`src/rtl/keypad_pkg.sv`:
```
// Shared types, widths and defaults for the 4x4 keypad scanner.
package keypad_pkg;

  localparam int DWELL_DEFAULT    = 1000;
  localparam int DEBOUNCE_DEFAULT = 4;
  localparam int ROW_W            = 4;
  localparam int COL_W            = 4;
  localparam int CODE_W           = 4;
  localparam int ROW_IDX_W        = 2;
  localparam int COL_IDX_W        = 2;

  typedef enum logic [1:0] {
    ST_SCAN     = 2'd0,
    ST_DEBOUNCE = 2'd1,
    ST_HELD     = 2'd2
  } scanState_t;

  // Lowest-index active-low row wins when several keys share a column.
  function automatic logic [ROW_IDX_W-1:0] lowestLowRow(input logic [ROW_W-1:0] rows);
    logic [ROW_IDX_W-1:0] idx;
    idx = '0;
    for (int i = ROW_W - 1; i >= 0; i--) begin
      if (!rows[i]) idx = ROW_IDX_W'(i);
    end
    return idx;
  endfunction

  function automatic logic [COL_W-1:0] colDrive(input logic [COL_IDX_W-1:0] idx);
    return ~(COL_W'(1) << idx);
  endfunction

endpackage

```
`src/rtl/keypad_scanner_if.sv`:
```
// Key-event bus from the scanner to its consumer.
interface keypad_scanner_if;
  import keypad_pkg::*;

  // key_valid is a one-cycle pulse with no back-pressure: the consumer must
  // take key_code on that cycle. key_held is a level for the accepted key.
  logic [CODE_W-1:0] key_code;
  logic              key_valid;
  logic              key_held;

  modport master (output key_code, key_valid, key_held);
  modport slave  (input  key_code, key_valid, key_held);

endinterface

```
`src/rtl/sync_2ff.sv`:
```
// Two-flop synchronizer for the asynchronous keypad rows.
module sync_2ff #(
  parameter int               WIDTH     = 4,
  parameter logic [WIDTH-1:0] RESET_VAL = '1
) (
  input  logic             clk,
  input  logic             rst_n,
  input  logic [WIDTH-1:0] asyncIn,
  output logic [WIDTH-1:0] syncOut
);

  logic [WIDTH-1:0] meta;

  always_ff @(posedge clk or negedge rst_n) begin
    if (!rst_n) begin
      meta    <= RESET_VAL;
      syncOut <= RESET_VAL;
    end else begin
      meta    <= asyncIn;
      syncOut <= meta;
    end
  end

endmodule

```
`src/rtl/keypad_scanner.sv`:
```
// 4x4 keypad scanner: column dwell, debounced press/release, single-key accept.
module keypad_scanner
  import keypad_pkg::*;
#(
  parameter int DWELL    = DWELL_DEFAULT,
  parameter int DEBOUNCE = DEBOUNCE_DEFAULT
) (
  input  logic                   clk,
  input  logic                   rst_n,
  input  logic [ROW_W-1:0]       row_in,
  output logic [COL_W-1:0]       col_out,
  keypad_scanner_if.master       keyBus,
  output scanState_t             dbgState
);

  localparam int DWELL_W = (DWELL > 1) ? $clog2(DWELL) : 1;
  localparam int CNT_W   = $clog2(DEBOUNCE + 1);

  logic [ROW_W-1:0]     rowSync;
  logic [DWELL_W-1:0]   dwellCnt;
  logic                 sampleTick;
  scanState_t           state;
  logic [COL_IDX_W-1:0] colIdx;
  logic [COL_IDX_W-1:0] nextCol;
  logic [ROW_IDX_W-1:0] latchedRow;
  logic [ROW_IDX_W-1:0] newRow;
  logic                 latchedLow;
  logic [CNT_W-1:0]     pressCnt;
  logic [CNT_W-1:0]     releaseCnt;
  logic [CODE_W-1:0]    keyCode;
  logic                 keyValid;
  logic                 keyHeld;

  sync_2ff #(.WIDTH(ROW_W), .RESET_VAL('1)) rowSyncInst (
    .clk     (clk),
    .rst_n   (rst_n),
    .asyncIn (row_in),
    .syncOut (rowSync)
  );

  // Free-running dwell timer; FSM transitions never touch it.
  always_ff @(posedge clk or negedge rst_n) begin
    if (!rst_n) begin
      dwellCnt <= '0;
    end else if (dwellCnt == DWELL_W'(DWELL - 1)) begin
      dwellCnt <= '0;
    end else begin
      dwellCnt <= dwellCnt + DWELL_W'(1);
    end
  end

  assign sampleTick = (dwellCnt == DWELL_W'(DWELL - 1));
  assign nextCol    = colIdx + COL_IDX_W'(1);
  assign newRow     = lowestLowRow(rowSync);
  assign latchedLow = !rowSync[latchedRow];

  always_ff @(posedge clk or negedge rst_n) begin
    if (!rst_n) begin
      state      <= ST_SCAN;
      colIdx     <= '0;
      col_out    <= 4'b1110;
      latchedRow <= '0;
      pressCnt   <= '0;
      releaseCnt <= '0;
      keyCode    <= '0;
      keyValid   <= 1'b0;
      keyHeld    <= 1'b0;
    end else begin
      keyValid <= 1'b0;
      if (sampleTick) begin
        case (state)
          ST_SCAN: begin
            if (&rowSync) begin
              colIdx  <= nextCol;
              col_out <= colDrive(nextCol);
            end else begin
              latchedRow <= newRow;
              pressCnt   <= CNT_W'(1);
              if (DEBOUNCE == 1) begin
                state      <= ST_HELD;
                keyCode    <= {newRow, colIdx};
                keyValid   <= 1'b1;
                keyHeld    <= 1'b1;
                releaseCnt <= '0;
              end else begin
                state <= ST_DEBOUNCE;
              end
            end
          end

          ST_DEBOUNCE: begin
            if (latchedLow) begin
              if (pressCnt + CNT_W'(1) == CNT_W'(DEBOUNCE)) begin
                state      <= ST_HELD;
                keyCode    <= {latchedRow, colIdx};
                keyValid   <= 1'b1;
                keyHeld    <= 1'b1;
                releaseCnt <= '0;
              end
              pressCnt <= pressCnt + CNT_W'(1);
            end else begin
              // Bounce: give up on this key and keep scanning.
              state   <= ST_SCAN;
              colIdx  <= nextCol;
              col_out <= colDrive(nextCol);
            end
          end

          ST_HELD: begin
            if (!latchedLow) begin
              if (releaseCnt + CNT_W'(1) == CNT_W'(DEBOUNCE)) begin
                state      <= ST_SCAN;
                keyHeld    <= 1'b0;
                releaseCnt <= '0;
                colIdx     <= nextCol;
                col_out    <= colDrive(nextCol);
              end else begin
                releaseCnt <= releaseCnt + CNT_W'(1);
              end
            end else begin
              releaseCnt <= '0;
            end
          end

          default: begin
            state   <= ST_SCAN;
            colIdx  <= '0;
            col_out <= 4'b1110;
          end
        endcase
      end
    end
  end

  assign keyBus.key_code  = keyCode;
  assign keyBus.key_valid = keyValid;
  assign keyBus.key_held  = keyHeld;
  assign dbgState         = state;

endmodule

```
`src/flat_wrapper.sv`:
```
// flat-port wrapper written by rule: the top's interface ports become plain ports
module keypad_scanner_flat import keypad_pkg::*;
#(
  parameter int DWELL    = DWELL_DEFAULT,
  parameter int DEBOUNCE = DEBOUNCE_DEFAULT
)
  (clk, rst_n, row_in, col_out, dbgState, keyBus_key_code, keyBus_key_valid, keyBus_key_held);
  keypad_scanner_if keyBus_i ();
  input  logic clk;
  input  logic rst_n;
  input  logic [ROW_W-1:0] row_in;
  output logic [COL_W-1:0] col_out;
  output scanState_t dbgState;
  output wire logic [$bits(keyBus_i.key_code)-1:0] keyBus_key_code;
  output wire logic [$bits(keyBus_i.key_valid)-1:0] keyBus_key_valid;
  output wire logic [$bits(keyBus_i.key_held)-1:0] keyBus_key_held;
  assign keyBus_key_code = keyBus_i.key_code;
  assign keyBus_key_valid = keyBus_i.key_valid;
  assign keyBus_key_held = keyBus_i.key_held;
  keypad_scanner #(.DWELL(DWELL), .DEBOUNCE(DEBOUNCE)) u_core (.clk(clk), .rst_n(rst_n), .row_in(row_in), .col_out(col_out), .keyBus(keyBus_i), .dbgState(dbgState));
endmodule
```
`config.mk`:
```
export PLATFORM = sky130hd
export DESIGN_NAME = keypad_scanner_flat
export DESIGN_NICKNAME = d
export VERILOG_FILES = /design/src/rtl/keypad_pkg.sv /design/src/rtl/keypad_scanner_if.sv /design/src/rtl/sync_2ff.sv /design/src/rtl/keypad_scanner.sv /design/src/flat_wrapper.sv
export SDC_FILE = /design/constraint.sdc
export NUM_CORES = 1
export LEC_CHECK = 0
export BUFFER_PORTS_ARGS = -buffer_cell sky130_fd_sc_hd__clkbuf_2
export CAP_MARGIN = 20
export CORE_MARGIN = 2
export CORE_UTILIZATION = 55
export DETAILED_ROUTE_END_ITERATION = 12
export PLACE_DENSITY = 0.75
export SETUP_SLACK_MARGIN = 0.15
export SYNTH_ARGS = -nofsm -noshare
export SYNTH_HDL_FRONTEND = slang
export SYNTH_SLANG_ARGS = --single-unit
```
`constraint.sdc`:
```
create_clock -name clk -period 3.18 [get_ports clk]
set_clock_uncertainty 0.15 [all_clocks]
set_input_delay 0.159 -clock clk [delete_from_list [all_inputs] [get_ports clk]]
set_output_delay 0.159 -clock clk [all_outputs]
set_load 0.05 [all_outputs]
```
== After elaboration in Yosys (flattened, before gate mapping) ==
Cells that the tools add are included.

* Add/sub/neg operators: 4
* $lt $le $gt $ge: 1
* Equality and inequality tests: 13
* Shifts and indexed selects: 1
* Muxes and demuxes: 40
* Bitwise gates (word level): 3
* Reductions and logical operators: 11

{| class="wikitable"
|+ Operator list
! kind !! count
|-
| two-way mux 2 bit || 13
|-
| two-way mux 3 bit || 6
|-
| two-way mux 4 bit || 4
|-
| AND reduction 4 bit || 4
|-
| one-hot mux 2 bit (3 select lines) || 2
|-
| one-hot mux 3 bit (2 select lines) || 2
|-
| one-hot mux 4 bit (3 select lines) || 1
|-
| adder 10 x 1 -> 10 bit, second input constant || 1
|-
| == test 10 bit, second input constant || 1
|-
| two-way mux 10 bit || 1
|-
| != test 2 x 1 -> 1 bit, second input constant || 5
|-
| AND reduction 5 bit || 2
|-
| two-way mux 1 bit || 9
|-
| adder 3 x 1 -> 3 bit, second input constant || 2
|-
| == test 3 bit, second input constant || 2
|-
| AND reduction 6 bit || 1
|-
| != test 2 bit, second input constant || 2
|-
| NOT 4 bit || 1
|-
| nonzero test 2 bit || 2
|-
| << shifter 1 x 2 -> 4 bit, first input constant || 1
|-
| less-than comparator 2 x 3 -> 1 bit, second input constant || 1
|-
| != test 3 x 1 -> 1 bit, second input constant || 1
|-
| AND reduction 3 bit || 1
|-
| adder 2 x 1 -> 2 bit, second input constant || 1
|-
| other kinds (6) || 7
|}

* Register bits: 40
* Bits of input ports: 6
* Logic and storage cells: 85

== Depth between registers and ports, before layout ==
* Depth in word-level cells: 6
* Depth in mapped cells: 7
* Depth with buffers taken out: 6

== Cells and area by module ==
Synthesis repeated with hierarchy kept, for this count alone.

* Cells, all modules: 153
* Area total of the unflattened synthesis: 1878.1 µm²

{| class="wikitable"
|+ By module, submodules not included
! module !! instances !! cells an instance !! area an instance (µm²)
|-
| keypad_scanner || 1 || 145 || 1667.8
|-
| sync_2ff || 1 || 8 || 210.2
|}

== Worst setup path before layout ==
No wires, ideal clock.

* Path kind: reg-to-reg
* Start: reg u_core.state[0] (netlist: u_core.dbgState[0])
* End: reg u_core.colIdx[0]
* Library setup time: 125 ps
* Data arrival time: 2161 ps
* Data required time: 2905 ps
* Path slack: 744 ps
* Stages on the path, launching flop included: 8
* Buffers on the path: 1
* Cells stage by stage: dfrtp_1 -> inv_1 -> ha_1 -> and3_1 -> a211oi_4 -> and3_1 -> buf_6 -> mux2_4

* Word-level cells in the longest chain between the ends: 3
* Elaborated cells between the ends (all ways): 9
* Those cells by class: eq/ne (6); mux (1); reduce/logical (2)

{| class="wikitable"
|+ Ends and longest elaborated chain
! element !! line !! RTL
|-
| start, declared || keypad_scanner.sv:22 || <nowiki>scanState_t state;</nowiki>
|-
| start signal, assigned || keypad_scanner.sv:59 || <nowiki>state <= ST_SCAN;</nowiki>
|-
| start signal, assigned || keypad_scanner.sv:80 || <nowiki>state <= ST_HELD;</nowiki>
|-
| start signal, assigned || keypad_scanner.sv:86 || <nowiki>state <= ST_DEBOUNCE;</nowiki>
|-
| == test 2 x 1 -> 1 bit, or another cell as far along || keypad_scanner.sv:71 || <nowiki>case (state)</nowiki>
|-
| != test 2 x 1 -> 1 bit (no source line) || n/a ||
|-
| AND reduction 5 bit (no source line) || n/a ||
|-
| end signal, assigned || keypad_scanner.sv:74 || <nowiki>colIdx <= nextCol;</nowiki>
|-
| end signal, assigned || keypad_scanner.sv:104 || <nowiki>colIdx <= nextCol;</nowiki>
|-
| end signal, assigned || keypad_scanner.sv:115 || <nowiki>colIdx <= nextCol;</nowiki>
|-
| end, declared || keypad_scanner.sv:23 || <nowiki>logic [COL_IDX_W-1:0] colIdx;</nowiki>
|}

Several ways; a longest one is shown, not always the timed one.
A chain may end at the register's enable or synchronous reset.

== Worst setup path after layout ==
* Start: reg u_core.dwellCnt[0]
* End: reg u_core.colIdx[0]

* Word-level cells in the longest chain between the ends: 2

{| class="wikitable"
|+ Ends and longest elaborated chain
! element !! line !! RTL
|-
| start, declared || keypad_scanner.sv:20 || <nowiki>logic [DWELL_W-1:0] dwellCnt;</nowiki>
|-
| start signal, assigned || keypad_scanner.sv:48 || <nowiki>dwellCnt <= dwellCnt + DWELL_W'(1);</nowiki>
|-
| == test 10 bit || keypad_scanner.sv:52 || <nowiki>assign sampleTick = (dwellCnt == DWELL_W'(DWELL - 1));</nowiki>
|-
| AND reduction 5 bit (no source line) || n/a ||
|}

Every way passes these cells.

==> impl_metrics.xml <==
<?xml version="1.0" encoding="UTF-8"?>
<metrics>
  <group name="detailed_routing">
    <metric name="routed_via_density" unit="">5.41</metric>
    <metric name="detailroute.via_count" unit="">1319</metric>
    <metric name="drcViolationCount" unit="">0</metric>
    <metric name="drt_wl_total" unit="um">3350</metric>
    <metric name="wire_per_inst" unit="um">13.7</metric>
    <metric name="drt_pre_antenna_iters" unit="">4</metric>
    <metric name="route.antenna.remaining_nets" unit="">0</metric>
    <metric name="drt_iter0_markers" unit="">64</metric>
  </group>
  <group name="timing">
    <metric name="grt_setup_unrepaired" unit="">no</metric>
    <metric name="period_share" unit="%">81.6</metric>
    <metric name="hold_viol" unit="">0</metric>
    <metric name="finalSetupTns" unit="ns">0</metric>
    <metric name="holdWs" unit="ns">0.147</metric>
    <metric name="drv_slew" unit="">0</metric>
    <metric name="period_minus_slack" unit="ns">2.60</metric>
    <metric name="setup_viol_count_final" unit="">0</metric>
    <metric name="maximum_operating_frequency" unit="MHz">385</metric>
    <metric name="worst_slew_margin_rel" unit="%">53.5</metric>
    <metric name="setup_ws" unit="ns">0.584</metric>
    <metric name="worst_margin_slew" unit="ns">0.692</metric>
  </group>
  <group name="synthesis">
    <metric name="synthArstFlopShare" unit="%">100</metric>
    <metric name="synth_most_common_cell" unit="">dfrtp_1</metric>
    <metric name="synthFlopType" unit="">dfrtp_1</metric>
    <metric name="synthDistinctLibCells" unit="">38</metric>
    <metric name="number_of_enable_flip_flop_cells_after_synthesis" unit="">0</metric>
    <metric name="synth_common_cells" unit="">29 x dfrtp_1, 17 x nand2_1, 13 x ha_1</metric>
    <metric name="syn_avg_cell_area" unit="um2">11.7</metric>
    <metric name="ys_ff_latch" unit="">40</metric>
    <metric name="synth_area_leaders" unit="">dfrtp_1 37%, dfstp_2 15%, ha_1 8.3%</metric>
    <metric name="synthesis.instances" unit="">167</metric>
    <metric name="synthDominantCellAreaShare" unit="%">37.1</metric>
    <metric name="ys_seq_area_share" unit="%">51.9</metric>
    <metric name="synth.net_count" unit="">186</metric>
    <metric name="mappedNetlistArea" unit="um2">1960</metric>
    <metric name="yosysTopAreaCell" unit="">dfrtp_1</metric>
    <metric name="yosysWarnings" unit="">0</metric>
  </group>
  <group name="pwr">
    <metric name="clkPwrFrac" unit="%">37.8</metric>
    <metric name="power.sequential.fraction" unit="%">59.1</metric>
    <metric name="static-leakage-power" unit="uW">0.00104</metric>
    <metric name="p_sw_share" unit="%">21.4</metric>
    <metric name="peakVddDrop" unit="uV">372</metric>
    <metric name="cellInternalPower" unit="uW">694</metric>
    <metric name="total_switching_power" unit="uW">189</metric>
    <metric name="cellPowerDensity" unit="nW/um2">392</metric>
    <metric name="share_comb_of_total_power" unit="%">3.1</metric>
  </group>
  <group name="placement">
    <metric name="place_hpwl" unit="um">2380</metric>
    <metric name="port-buffer-count" unit="">17</metric>
    <metric name="pre_cts_ws" unit="ns">0.623</metric>
    <metric name="globalplace.congestion" unit="">0.777</metric>
  </group>
  <group name="cts">
    <metric name="cts-resized-gates" unit="">0</metric>
    <metric name="cts.root.buffer_cell" unit="">clkbuf_4</metric>
    <metric name="cts-buffers-inserted" unit="">5</metric>
    <metric name="worstSkewPairLatency" unit="ns">0.36</metric>
    <metric name="clock_tree.buffer_depth" unit="">2</metric>
    <metric name="clkSlewWorstSetupHoldPaths" unit="ns">0.12</metric>
    <metric name="cts_tree" unit="">built</metric>
    <metric name="cts_setup_buffers" unit="">0</metric>
    <metric name="cts_sinks" unit="">40</metric>
    <metric name="h-tree-depth" unit="">2</metric>
    <metric name="cts_hold_repair.buffers" unit="">5</metric>
  </group>
  <group name="finish">
    <metric name="antenna-diode-count" unit="">0</metric>
    <metric name="flow.area_growth_from_synthesis" unit="%">15.2</metric>
    <metric name="fraction_of_layout_cells_with_a_size_suffix_above_1" unit="%">29.3</metric>
    <metric name="fillCellCount" unit="">254</metric>
    <metric name="finish.net_count" unit="">216</metric>
    <metric name="combined_area_of_the_multi_input_logic_cells" unit="um2">897</metric>
    <metric name="area.sequential" unit="um2">1010</metric>
  </group>
  <group name="grt">
    <metric name="grtUsageMet3" unit="%">4.82</metric>
    <metric name="met2_usage" unit="%">30.3</metric>
    <metric name="antenna_found_initial" unit="">0</metric>
    <metric name="grt.busiest_layer" unit="">met2</metric>
    <metric name="wire_length_of_the_first_global_routing_pass" unit="um">5870</metric>
    <metric name="number_of_global_route_vias_before_repair" unit="">1325</metric>
    <metric name="maximum_number_of_pins_on_one_net_before_global_route_repair" unit="">41</metric>
    <metric name="met1_usage" unit="%">24.0</metric>
    <metric name="grt-ovfl-total" unit="">0</metric>
    <metric name="grt_usage" unit="%">18.8</metric>
  </group>
  <group name="status">
    <metric name="run_status" unit="">finished clean</metric>
  </group>
  <group name="worst_setup_path">
    <metric name="critical_path_arrival" unit="ns">2.70</metric>
    <metric name="critPathLaunchType" unit="">flip-flop</metric>
    <metric name="crit_fanout" unit="">6</metric>
    <metric name="setup.worst_path.class" unit="">flip-flop to flip-flop</metric>
    <metric name="worst_setup_path_end_kind" unit="">flip-flop</metric>
    <metric name="worst_ep_required_time" unit="ns">3.29</metric>
  </group>
  <group name="die">
    <metric name="fp.coreArea" unit="um2">3390</metric>
    <metric name="top_level_port_count" unit="">18</metric>
    <metric name="die-height" unit="um">63.7</metric>
    <metric name="die-area" unit="um2">4050</metric>
    <metric name="initial_utilization" unit="%">57.7</metric>
    <metric name="die_x" unit="um">63.7</metric>
    <metric name="placement_rows" unit="">21</metric>
  </group>
  <group name="hold_path">
    <metric name="hold_path_class" unit="">input port to asynchronous set/reset pin</metric>
  </group>
  <group name="run">
    <metric name="cap_viol_max_count" unit="">0</metric>
  </group>
</metrics>
==> logic make-up after synthesis <==
group                      Yosys count  share of synthesized area [%]
muxes                               14                           9.46
xor gates and xnor gates             7                           3.13
buffers and inverters               10                           2.30
AOI/OAI and AO/OA                   27                           9.66
DFF                                 40                           51.9
adders and majority gates           13                           8.31
and+or+nand+nor                     56                           15.3
==> cell usage in the layout (no fill, tap or decap), types with 2 or more instances in the layout <==
master / instances
a21oi_1: 2
a31oi_1: 3
and3_1: 2
clkbuf_2: 17
clkbuf_4: 5
dfrtp_1: 29
dfstp_2: 11
dlygate4sd3_1: 5
ha_1: 13
inv_1: 9
mux2_2: 6
mux2_4: 5
mux2i_1: 2
nand2_1: 17
nand2b_1: 7
nand3_1: 5
nand4_1: 4
nor2_1: 11
nor3_1: 2
o211ai_1: 2
o21ai_0: 11
o41ai_1: 2
xnor2_1: 2
xor2_1: 5
==> sequential cells by signal, indices dropped and copies added (netlist names), 3 cells and up <==
register	flops
u_core.dwellCnt	10
u_core.rowSyncInst.syncOut	4
u_core.releaseCnt	3
u_core.pressCnt	3
u_core.rowSyncInst.meta	4
u_core.col_out	4
u_core.keyBus.key_code	4
==> per-stage QoR <==
stage | util (%) | power, uW | std cells | instance area, um2
after floorplan | - | 535 | 167 | 1960
after global placement | 61.8 | 548 | 230 | 2100
after detailed placement | 61.8 | 550 | 230 | 2100
after CTS | 65.7 | 890 | 243 | 2230
after global routing | 66.5 | 919 | 244 | 2250
final | 66.5 | 883 | 244 | 2250
==> routing by layer <==
layer	wire [um]	share of wire (%)	vias to the layer above
li1	-	-	647
met1	1570	47	645
met2	1600	48	21
met3	108	3.2	6
met4	63	1.9	0
met5	0	0	-
==> worst paths after layout <==
path	end	cells past startpoint	startpoint	slack, ns
min	u_core.colIdx[0]$_DFFE_PN0P_	2	rst_n	0.15
min in group clk	u_core.rowSyncInst.syncOut[1]$_DFF_PN1_	0	u_core.rowSyncInst.meta[1]$_DFF_PN1_	0.21
max in group asynchronous	u_core.rowSyncInst.syncOut[1]$_DFF_PN1_	3	rst_n	2.16
min reg2reg	u_core.rowSyncInst.syncOut[1]$_DFF_PN1_	0	u_core.rowSyncInst.meta[1]$_DFF_PN1_	0.21
max	u_core.colIdx[0]$_DFFE_PN0P_	6	u_core.dwellCnt[0]$_DFF_PN0_	0.58
max reg2reg	u_core.colIdx[0]$_DFFE_PN0P_	6	u_core.dwellCnt[0]$_DFF_PN0_	0.58
==> cell type report <==
| class | count | area share, % |
|---|---|---|
| clock inverters | 3 | 1.89 |
| inverters | 9 | 1.50 |
| well taps | 46 | 2.55 |
| repair buffers | 24 | 7.55 |
| clock buffers | 5 | 1.67 |
| multi-input cells | 117 | 39.8 |
| flip-flops and latches | 40 | 45.0 |
==> power groups by stage <==
stage / registers (uW) / logic, uW / clock network (uW)
final: 522 / 27.2 / 334
after global routing: 523 / 30.8 / 365
after CTS: 522 / 23.6 / 344
after detailed placement: 531 / 18.9 / 0
after global placement: 531 / 17.9 / 0
after floorplan: 530 / 4.95 / 0
==> critical path, stage by stage, from the launching register on <==
cell and delay [ns]:
dfrtp_1 0.40, ha_1 0.24, nand4_1 0.17, or4_4 0.50, a211oi_4 0.26, and3_1 0.44, mux2_4 0.33
Note: power is estimated with default switching activity, not from simulation.
